$ cat src/rtl/truth_sweep.sv
// rtl/truth_sweep.sv - exhaustive 4-input truth-table sweeper with per-vector settle time
module truth_sweep #(
  parameter int DW = 4
) (
  input  logic          clk,
  input  logic          rst,
  input  logic          start,
  input  logic [DW-1:0] dwell,
  input  logic          e,
  output logic          a,
  output logic          b,
  output logic          c,
  output logic          d,
  output logic          busy,
  output logic          smp,
  output logic          done,
  output logic [15:0]   tt,
  output logic [4:0]    ones
);

  typedef enum logic [1:0] {
    S_IDLE   = 2'd0,
    S_SETTLE = 2'd1,
    S_SAMPLE = 2'd2,
    S_DONE   = 2'd3
  } state_t;

  state_t        r_state;
  logic [3:0]    r_idx;
  logic [DW-1:0] r_cnt;
  logic [DW-1:0] r_dwell;
  logic [3:0]    r_vec;
  logic          r_busy;
  logic          r_smp;
  logic          r_done;
  logic [15:0]   r_tt;
  logic [4:0]    r_ones;

  // Sweep sequencer; every output is a register updated together with the state
  // so the drive vector, strobes and results always line up with the state.
  always_ff @(posedge clk) begin
    if (rst) begin
      r_state <= S_IDLE;
      r_idx   <= 4'd0;
      r_cnt   <= '0;
      r_dwell <= '0;
      r_vec   <= 4'd0;
      r_busy  <= 1'b0;
      r_smp   <= 1'b0;
      r_done  <= 1'b0;
      r_tt    <= 16'h0000;
      r_ones  <= 5'd0;
    end else begin
      r_smp  <= 1'b0;
      r_done <= 1'b0;
      case (r_state)
        S_IDLE: begin
          if (start) begin
            r_state <= S_SETTLE;
            r_idx   <= 4'd0;
            r_cnt   <= '0;
            r_dwell <= dwell;
            r_vec   <= 4'd0;
            r_busy  <= 1'b1;
            r_tt    <= 16'h0000;
            r_ones  <= 5'd0;
          end
        end
        S_SETTLE: begin
          // The cycle that sees cnt==dwell is the last settle cycle, giving dwell+1 in total.
          if (r_cnt == r_dwell) begin
            r_state <= S_SAMPLE;
            r_smp   <= 1'b1;
          end else begin
            r_cnt <= r_cnt + 1'b1;
          end
        end
        S_SAMPLE: begin
          r_tt[r_idx] <= e;
          r_ones      <= r_ones + {4'b0000, e};
          // Index 15 ends the sweep instead of incrementing, so idx never wraps.
          if (r_idx == 4'd15) begin
            r_state <= S_DONE;
            r_vec   <= 4'd0;
            r_busy  <= 1'b0;
            r_done  <= 1'b1;
          end else begin
            r_state <= S_SETTLE;
            r_idx   <= r_idx + 4'd1;
            r_vec   <= r_idx + 4'd1;
            r_cnt   <= '0;
          end
        end
        S_DONE: begin
          r_state <= S_IDLE;
        end
        default: begin
          r_state <= S_IDLE;
        end
      endcase
    end
  end

  assign a    = r_vec[3];
  assign b    = r_vec[2];
  assign c    = r_vec[1];
  assign d    = r_vec[0];
  assign busy = r_busy;
  assign smp  = r_smp;
  assign done = r_done;
  assign tt   = r_tt;
  assign ones = r_ones;

endmodule

$ cat config.mk
export PLATFORM = sky130hd
export DESIGN_NAME = truth_sweep
export DESIGN_NICKNAME = d
export VERILOG_FILES = /design/src/rtl/truth_sweep.sv
export SDC_FILE = /design/constraint.sdc
export NUM_CORES = 1
export LEC_CHECK = 0
export BUFFER_PORTS_ARGS = -buffer_cell sky130_fd_sc_hd__buf_2
export CAP_MARGIN = 40
export CORE_ASPECT_RATIO = 1.2
export CORE_MARGIN = 4
export CORE_UTILIZATION = 55
export DETAILED_ROUTE_END_ITERATION = 8
export GPL_ROUTABILITY_DRIVEN = 0
export PLACE_DENSITY = 0.79
export REMOVE_ABC_BUFFERS = 1
export SYNTH_ARGS = -nofsm -noshare
export SYNTH_HDL_FRONTEND = slang
export SYNTH_SLANG_ARGS = --single-unit
$ cat constraint.sdc
create_clock -name clk -period 2.3 [get_ports clk]
set_input_delay 0.345 -clock clk [delete_from_list [all_inputs] [get_ports clk]]
set_output_delay 0.345 -clock clk [all_outputs]
set_load 0.03 [all_outputs]
==> run metrics, run 1 <==
core area=around 3300 sq um; initial antenna violation count=0; Final Hold Viols=0; most frequent cells in the layout=42 x dfxtp_1, 36 x a21oi_1, 35 x buf_2; final number of setup-violating endpoints=0; Max Clk Rate=~610 MHz; global route total overflow=0; post-layout util=between 60% and 70%; GRT Overall Usage=between 20% and 30%; flops & latches, synth=42; initial DRC count=86; chip height=~72 um; final non-filler cell area=2160 sq um; outcome=complete, no violations; count of final max-slew check failures=0; sequential share of the synthesized area=~44%; root buf cell=clkbuf_8; pin count of the biggest net entering global routing=31; Resized cells post-CTS=0; # H-tree levels=2; Final ANT Viol Nets=0; Yosys cell types=34; Residual DRC=0; Hold Path Class=primary input to flip-flop; Final nets=about 270; # rows=23; syn_area_per_cell=8.57 sq um; PD cells=roughly 630 nW/um^2; Num CTS Buffers=5; Antenna Cells=0; Max FO, Critical Path=30; data required time of the worst path=2.47 ns; CTS Hold Bufs=0; DIE AREA=approximately 4500 sq um; first-pass GRT wire length=7050 um; CP arrival=1.81 ns; latest clock arrival within the worst-skew pair=around 0.3 ns; Worst-Margin Slew=0.763 ns; crit share post-route=71.1%; RSZ-0062 raised after global routing=false; Area Growth Syn to Fin=13.4%; post-route setup TNS=0 ns; Placement Cell Area=between 2000 and 2500 sq um; post-route minimum period=1.63 ns; clock buffer depth=2; HPWL after DPL=3010 um; number of global-route vias before repair=around 1600; fillers=300; Post-Route WL=roughly 4300 um; DR WL/cell=around 15 um; Synth Warn #=0; Initial Utilization=between 50% and 60%; vias post-DR=about 1700; drt first pass iters=4; Startpoint Class=flip-flop; most common cell after layout, fill and taps aside=dfxtp_1; CTS Sinks=42; Pleak=0.860 nW; PortBufs=35; ratio of cells with drive above 1 in the final layout=19.6%; width of the die=around 60 um; Syn Std Cell Area=between 1500 and 2000 sq um; setup bufs post-CTS=0; FF-to-FF setup slack=~0.67 ns; CTS clk-pin slew, worst paths=about 0.08 ns; I/O pin cnt=36; via density per instance=~6.0; post-synthesis cell count=approximately 220; worst rel slew slack=49.0%; overall power=between 0.001 and 0.0015 W; Max Cap Violations=0; CTS tree=built; CP endpoint kind=flip-flop; Crit Path Category=flip-flop to flip-flop; Peak VDD IR=between 0.4 and 0.5 mV; clk_skew=between 0.006 and 0.007 ns
Yosys cell counts:
library cell | count | area share, %
ha_1 | 7 | 4.6
or2_2 | 1 | 0.33
o21ai_0 | 1 | 0.26
dfxtp_1 | 42 | 44
o41ai_4 | 1 | 1.4
or3_1 | 1 | 0.33
nor2_1 | 9 | 1.8
nor3_1 | 2 | 0.53
clkbuf_1 | 14 | 2.8
nand2b_1 | 3 | 0.99
xor2_1 | 5 | 2.3
a41o_1 | 1 | 0.53
a31oi_1 | 1 | 0.33
inv_1 | 3 | 0.59
and2_1 | 2 | 0.66
buf_2 | 3 | 0.79
nor2b_1 | 4 | 1.3
a31o_2 | 1 | 0.46
xor2_2 | 1 | 0.85
nor3b_1 | 2 | 0.79
o21bai_1 | 1 | 0.39
a211oi_1 | 2 | 0.79
and2b_2 | 1 | 0.46
a21boi_0 | 1 | 0.39
nor4_1 | 1 | 0.33
a32oi_1 | 1 | 0.46
nand3_1 | 12 | 3.2
nand3b_1 | 1 | 0.39
o311ai_0 | 5 | 2.3
nand2_1 | 27 | 5.3
o211ai_1 | 12 | 4.7
nand4_1 | 17 | 5.6
a21o_1 | 1 | 0.39
a21oi_1 | 36 | 9.5
per-layer routing:
layer | global-route usage (%) | share of wire [%] | vias to the layer above
li1 | - | - | 864
met1 | 25.2 | 43 | 786
met2 | 33.6 | 49 | 57
met3 | 5.34 | 6.0 | 11
met4 | 8.96 | 2.0 | 0
met5 | 0 | 0 | -
area by class of cell:
cell class,count,area [sq um],share of cell area (%)
Clock buffer,7,76.3,3.54
Multi-Input combinational cell,160,986,45.7
Tap cell,37,46.3,2.14
Sequential cell,42,841,39.0
Timing Repair Buffer,38,198,9.16
Inverter,3,11.3,0.522
flip-flops by register name, summed over array words and instances, names as in the netlist:
register and cells:
tt 16, ones 5, r_cnt 4, r_dwell 4, r_idx 4, r_vec 4
r_state 2, busy 1, done 1, smp 1
where the power goes:
group          switching (W)  internal [W]
clock               0.000236      0.000209
sequential         0.0000143      0.000743
combinational       0.000103     0.0000453
total               0.000354      0.000997
critical path, cell delays in order, from the launching register on:
cell,delay [ns]
dfxtp_1,0.41
nor2b_2,0.17
buf_4,0.29
nand2_1,0.14
o311ai_0,0.39
a21oi_1,0.11
cell families (layout without fill, tap and decap cells):
kind of cell,Yosys count,after routing,share of synthesized area (%)
fa+ha+maj,7,7,4.60
buf+inv,20,48,4.14
xor+xnor,6,6,3.16
compound gates,64,64,22.0
simple gates,83,83,22.0
flops,42,42,44.2
stage by stage:
stage               std cells  hold slack [ns]  worst slack (ns)
floorplan                 205            0.414             0.143
global placement          280            0.443             0.713
finish                    287            0.283             0.666
detailed placement        280            0.447             0.705
CTS                       287            0.276             0.672
global route              287            0.279             0.470
worst paths after layout:
check | from | end | cells after the start
worst min-delay path | dwell[0] | r_dwell[0] | 3
worst max register to register | r_state[1] | tt[3] | 5
worst min register to register | r_vec[0] | r_vec[0] | 2
worst max-delay path | r_state[1] | tt[3] | 5
Power figures use the tool's default switching activity.
==> inputs of run 2 (changes only) <==
ABC_AREA = 1   (was not set)
CORE_UTILIZATION = 49   (was 55)
PLACE_DENSITY = 0.74   (was 0.79)
clock period = 1.5 ns   (was 2.3 ns; I/O delays follow)
==> run 2 against run 1 <==
Effect of this change:
- combinational power is 130% higher
- power is 62% higher
- final cell count is 24% higher
- sequential power is 56% higher
- worst hold slack worse by 0.064 ns
- count of clock-buffer cells in the layout stayed put
- largest cell class unchanged
==> run metrics, run 2 <==
data required time of the worst path=approximately 1.7 ns; Comb pwr share=15.2%; GRT Overall Usage=roughly 18%; # H-tree levels=2; core area=3940 sq um; first-pass GRT wire length=roughly 7200 um; # rows=25; Clk pwr share=30.7%; synth cell count leaders=61 x nand2_1, 42 x dfxtp_1, 36 x a21oi_1; vias post-DR=1781; syn_area_per_cell=roughly 7.7 sq um; Hold Path Class=primary input to flip-flop; CTS clk-pin slew, worst paths=0.08 ns; Hold Startpoint=dwell[1]; top cell type's share of synthesized area=between 40% and 50%; initial antenna violation count=0; chip height=78.1 um; share of synthesized registers carrying an async set or reset=0%; NetSw=0.000604 W; Max Clk Rate=around 760 MHz; final number of setup-violating endpoints=0; crit share post-route=about nine tenths; Startpoint Class=flip-flop; largest area contributor in the netlist=dfxtp_1; clk_skew=roughly 0.0067 ns; post-synthesis cell count=roughly 260; top cells by area, synth=dfxtp_1 42%, nand2_1 11%, a21oi_1 9.0%; Worst-Margin Slew=between 0.4 and 0.5 ns; CTS tree=built; top-count cell post-synth=nand2_1; most frequent cells in the layout=61 x nand2_1, 41 x dfxtp_1, 36 x a21oi_1; global route total overflow=0; Area Growth Syn to Fin=14.3%; initial DRC count=between 90 and 100; Yosys cell types=33; count of final max-slew check failures=0; post-route setup TNS=0 ns; Synth Warn #=0; Resized cells post-CTS=0; Final ANT Viol Nets=0; Int Pwr=about 0.0016 W; Pleak=~1.0 nW; most common cell after layout, fill and taps aside=nand2_1; R2R depth=6; PD cells=around 950 nW/um^2; sequential share of the synthesized area=between 40% and 50%; PnR worst setup slack=approximately 0.18 ns; Initial Utilization=50.9%; Peak VDD IR=~0.77 mV; CTS Hold Bufs=0; sequential power share=between 50% and 60%; PortBufs=35; Antenna Cells=0; max reg flops=16; Num CTS Buffers=5; DIE AREA=roughly 5200 sq um; DR WL/cell=approximately 12 um; reg2reg start=r_state[0]; Hold Path Depth=3; Max Cap Violations=0; number of global-route vias before repair=between 1500 and 2000; Syn Std Cell Area=around 2000 sq um; I/O pin cnt=36; pin count of the biggest net entering global routing=22; flops & latches, synth=between 40 and 50; FF-to-FF setup slack=roughly 0.18 ns; Top FF cell, synth=dfxtp_1; CP endpoint kind=flip-flop; Final nets=316; CP arrival=1.54 ns; post-route minimum period=1.32 ns; Post-Route WL=between 4000 and 5000 um; latest clock arrival within the worst-skew pair=0.29 ns; CTS Sinks=42; sw frac=between 20% and 30%; overall power=between 0.002 and 0.0025 W; clock buffer depth=2; Final Hold Viols=0; Residual DRC=0; root buf cell=clkbuf_8; ratio of cells with drive above 1 in the final layout=22.3%; R2R Path End=r_vec[3]; outcome=complete, no violations; Worst Hold Endpoint=r_dwell[1]; Place WS=approximately 0.17 ns; EDFF count, synth=0; Max FO, Critical Path=15; HPWL after DPL=about 3100 um; width of the die=about 66 um; drt first pass iters=4; Crit Path Category=flip-flop to flip-flop; via density per instance=about 5; RSZ-0062 raised after global routing=false; setup bufs post-CTS=0; worst rel slew slack=between 70% and 80%
-- run 2: cell count changes in the layout (fill, tap and decap cells not counted), sizes merged, moves of 7 or more --
cell    change
o211ai     -12
nand2      +39
nor2       +15
a211oi      +7
o21ai      +14
nand4      -13
inv        +27
-- run 2: kinds of logic after synthesis --
family / count (synthesis) / share of synthesized area, %
buffers and inverters: 38 / 8.86
adder cells (fa/ha/maj): 7 / 4.37
XOR/XNOR: 2 / 0.874
AO/OA/AOI/OAI: 63 / 17.8
flip-flops: 42 / 41.9
AND/OR/NAND/NOR: 110 / 26.2
-- run 2: power by group through the flow --
stage | Combinational, W | Clock (W) | Sequential [W]
5_1_grt | 0.000381 | 0.000749 | 0.00119
6_report | 0.000333 | 0.000670 | 0.00118
3_5_place_dp | 0.000333 | 0 | 0.00121
3_3_place_gp | 0.000330 | 0 | 0.00121
2_1_floorplan | 0.000226 | 0 | 0.00122
4_1_cts | 0.000335 | 0.000694 | 0.00118
-- run 2: routing by layer --
metal  up-vias  track usage [%]  part of all wire (%)
met4         0             8.13                   1.7
met1       809             22.0                    47
met3         6             4.29                   3.9
li1        938                -                     -
met5         -                0                     0
met2        28             28.1                    48
-- run 2: worst max-delay path by stage --
| stage | startpoint | endpoint | cells past startpoint |
|---|---|---|---|
| finish | r_state[0] | r_vec[3] | 6 |
| global route | r_state[0] | r_idx[1] | 7 |
| CTS | r_state[0] | r_vec[2] | 6 |
| detailed placement | r_state[0] | r_vec[2] | 6 |
| global placement | r_state[0] | r_vec[2] | 6 |
| floorplan | ones[0] | ones[4] | 7 |
-- run 2: metrics by stage --
step	std cells	hold slack, ns	utilization (%)	area [sq um]
2_1_floorplan	256	0.287	-	1950
3_3_place_gp	348	0.448	56.2	2220
3_5_place_dp	348	0.451	56.2	2220
4_1_cts	355	0.218	58.2	2290
5_1_grt	355	0.227	58.2	2290
6_report	355	0.219	58.2	2290
-- run 2: critical path, stage by stage, from the launching register on --
cell and delay [ns]:
dfxtp_1 0.41, inv_2 0.08, nand2_4 0.19, nand2_1 0.19, inv_2 0.18, nand2_1 0.07, a21oi_1 0.13
-- run 2: final cells by class --
type	instances	area (sq um)
Timing Repair Buffer	38	198
Fill cell	393	1650
Inverter	32	123
Tap cell	54	67.6
Sequential cell	42	842
Multi-Input combinational cell	182	987
Clock buffer	7	76.3
==> inputs of run 3 (changes only) <==
CELL_PAD_IN_SITES_DETAIL_PLACEMENT = 2   (was not set)
CELL_PAD_IN_SITES_GLOBAL_PLACEMENT = 2   (was not set)
CORE_UTILIZATION = 28   (was 49)
==> run 3 against run 2 <==
Effect of this change:
- power grew 13%
- largest power group unchanged
- clock skew is 0.0024 ns higher
- core utilization is 23 points lower
- highest routed layer unchanged
- final cell count grew 11%
- non-clock buffer count grew 4
- maximum frequency down 2.8%
- combinational power is 13% higher
- first-iteration DRC count is 20% lower
==> run metrics, run 3 (synthesis results as in run 2) <==
post-route setup TNS=0 ns; outcome=complete, no violations; CTS Hold Bufs=0; Residual DRC=0; # rows=33; first-pass GRT wire length=10000 um; Max Clk Rate=~730 MHz; post-route minimum period=1.36 ns; final number of setup-violating endpoints=0; number of global-route vias before repair=~2100; largest delay contributor family on the critical path=simple AND/OR/NAND/NOR gates; width of the die=between 80 and 90 um; crit share post-route=90.8%; Num CTS Buffers=5; pin count of the biggest net entering global routing=14; Final nets=320; sequential power share=roughly 48%; GRT Overall Usage=14.5%; count of final max-slew check failures=0; clk_skew=just over 0.009 ns; Largest stage delay, worst path=0.43 ns; PD cells=around 1000 nW/um^2; most frequent cells in the layout=61 x nand2_1, 38 x dfxtp_1, 36 x a21oi_1; CP arrival=between 1.5 and 2 ns; clock buffer depth=2; RSZ-0062 raised after global routing=false; R2R Path End=r_cnt[1]; Int Pwr=around 0.0018 W; CTS tree=built; CP dominant cell by count=nand2_1; worst rel slew slack=73.2%; Max FO, Critical Path=7; initial DRC count=between 70 and 80; Bufs and invs on worst path=2; hold slack=~0.22 ns; Clk pwr share=between 30% and 40%; Pleak=between 1 and 1.5 nW; core area=just under 7000 sq um; overall power=0.00246 W; latest clock arrival within the worst-skew pair=0.30 ns; Antenna Cells=0; DIE AREA=8590 sq um; max reg flops=16; Peak VDD IR=0.418 mV; initial antenna violation count=0; sw frac=28.0%; Startpoint Class=flip-flop; ratio of cells with drive above 1 in the final layout=~25%; Max Cap Violations=0; Place WS=between 0.1 and 0.15 ns; Hold Path Depth=3; Final ANT Viol Nets=0; vias post-DR=between 1500 and 2000; via density per instance=4.82; global route total overflow=0; NetSw=between 0.0006 and 0.0007 W; Worst-Margin Slew=between 0.3 and 0.4 ns; FF-to-FF setup slack=around 0.14 ns; most common cell after layout, fill and taps aside=nand2_1; Worst Hold Endpoint=r_dwell[1]; final non-filler cell area=~2400 sq um; Crit Path Category=flip-flop to flip-flop; Initial Utilization=between 20 and 30%; Comb pwr share=roughly 15%; drt first pass iters=4; Placement Cell Area=between 2000 and 2500 sq um; Max stage delay cell, worst path=dfxtp_1; CTS Sinks=42; critical path cell sequence=inv_1 -> nand2_1 -> nand2_1 -> nor2_1 -> nand3_2 -> nand3_4 -> nand2_1 -> inv_1 -> nor2_1; Hold Path Class=primary input to flip-flop; reg2reg start=r_cnt[2]; data required time of the worst path=~1.7 ns; Post-Route WL=just under 6000 um; root buf cell=clkbuf_8; CTS clk-pin slew, worst paths=around 0.080 ns; Final Hold Viols=0; CP endpoint kind=flip-flop; R2R depth=9; # H-tree levels=2; HPWL after DPL=roughly 4500 um; Area Growth Syn to Fin=19.7%; PnR worst setup slack=approximately 0.14 ns; Hold Startpoint=dwell[1]; PortBufs=35; DR WL/cell=14.8 um; chip height=between 100 and 150 um; I/O pin cnt=36
[run 3: cell types whose count changed in the layout (fill, tap and decap cells not counted)]
cell       change
ha_2           +1
dfxtp_1        -3
dfxtp_2        +3
bufinv_16      +1
buf_4          +4
ha_1           -1
[run 3: per-layer routing]
| layer | track usage, % | share of wire [%] | vias to the layer above | wire length, um |
|---|---|---|---|---|
| met4 | 4.02 | 1.3 | 0 | 75 |
| li1 | - | - | 948 | - |
| met2 | 26.9 | 53 | 24 | 3050 |
| met1 | 16.7 | 43 | 918 | 2520 |
| met3 | 2.78 | 2.7 | 6 | 155 |
| met5 | 0 | 0 | - | 0 |
[run 3: layout make-up]
type	count	area [sq um]
clock buffers	7	76.3
clock inverters	1	30.0
fillers	839	4490
inverters	32	123
multi-input cells	182	990
flip-flops and latches	42	846
well taps	87	109
repair buffers	42	228
[run 3: how the worst max path moves through the flow]
stage	end	cells after the start	slack (ns)	startpoint
floorplan	ones[4]	7	0.11	ones[0]
global placement	tt[13]	7	0.19	r_idx[1]
detailed placement	tt[11]	5	0.11	r_idx[1]
CTS	r_cnt[1]	9	0.09	r_cnt[2]
global route	r_cnt[1]	9	0.005	r_cnt[2]
finish	r_cnt[1]	9	0.14	r_cnt[2]
[run 3: repair_timing]
item,4_1_cts,5_1_grt
setup buffers,0,1
gates resized for setup,0,5
endpoints found under the setup margin,0,6
[run 3: metrics by stage]
stage	cells	util (%)
2_1_floorplan	256	-
3_3_place_gp	384	33.1
3_5_place_dp	384	33.1
4_1_cts	392	34.6
5_1_grt	393	34.8
6_report	393	34.8
[run 3: worst min-delay path: cells and delay by family]
family                 cells  cell delay, ns
AOI/OAI and AO/OA          2            0.19
buffers and inverters      1            0.07
[run 3: power groups by stage]
stage / sequential (W) / clock, W / combinational [W]
6_report: 0.00119 / 0.000902 / 0.000375
5_1_grt: 0.00120 / 0.000970 / 0.000430
4_1_cts: 0.00119 / 0.000933 / 0.000380
3_5_place_dp: 0.00121 / 0 / 0.000371
3_3_place_gp: 0.00121 / 0 / 0.000357
2_1_floorplan: 0.00122 / 0 / 0.000226
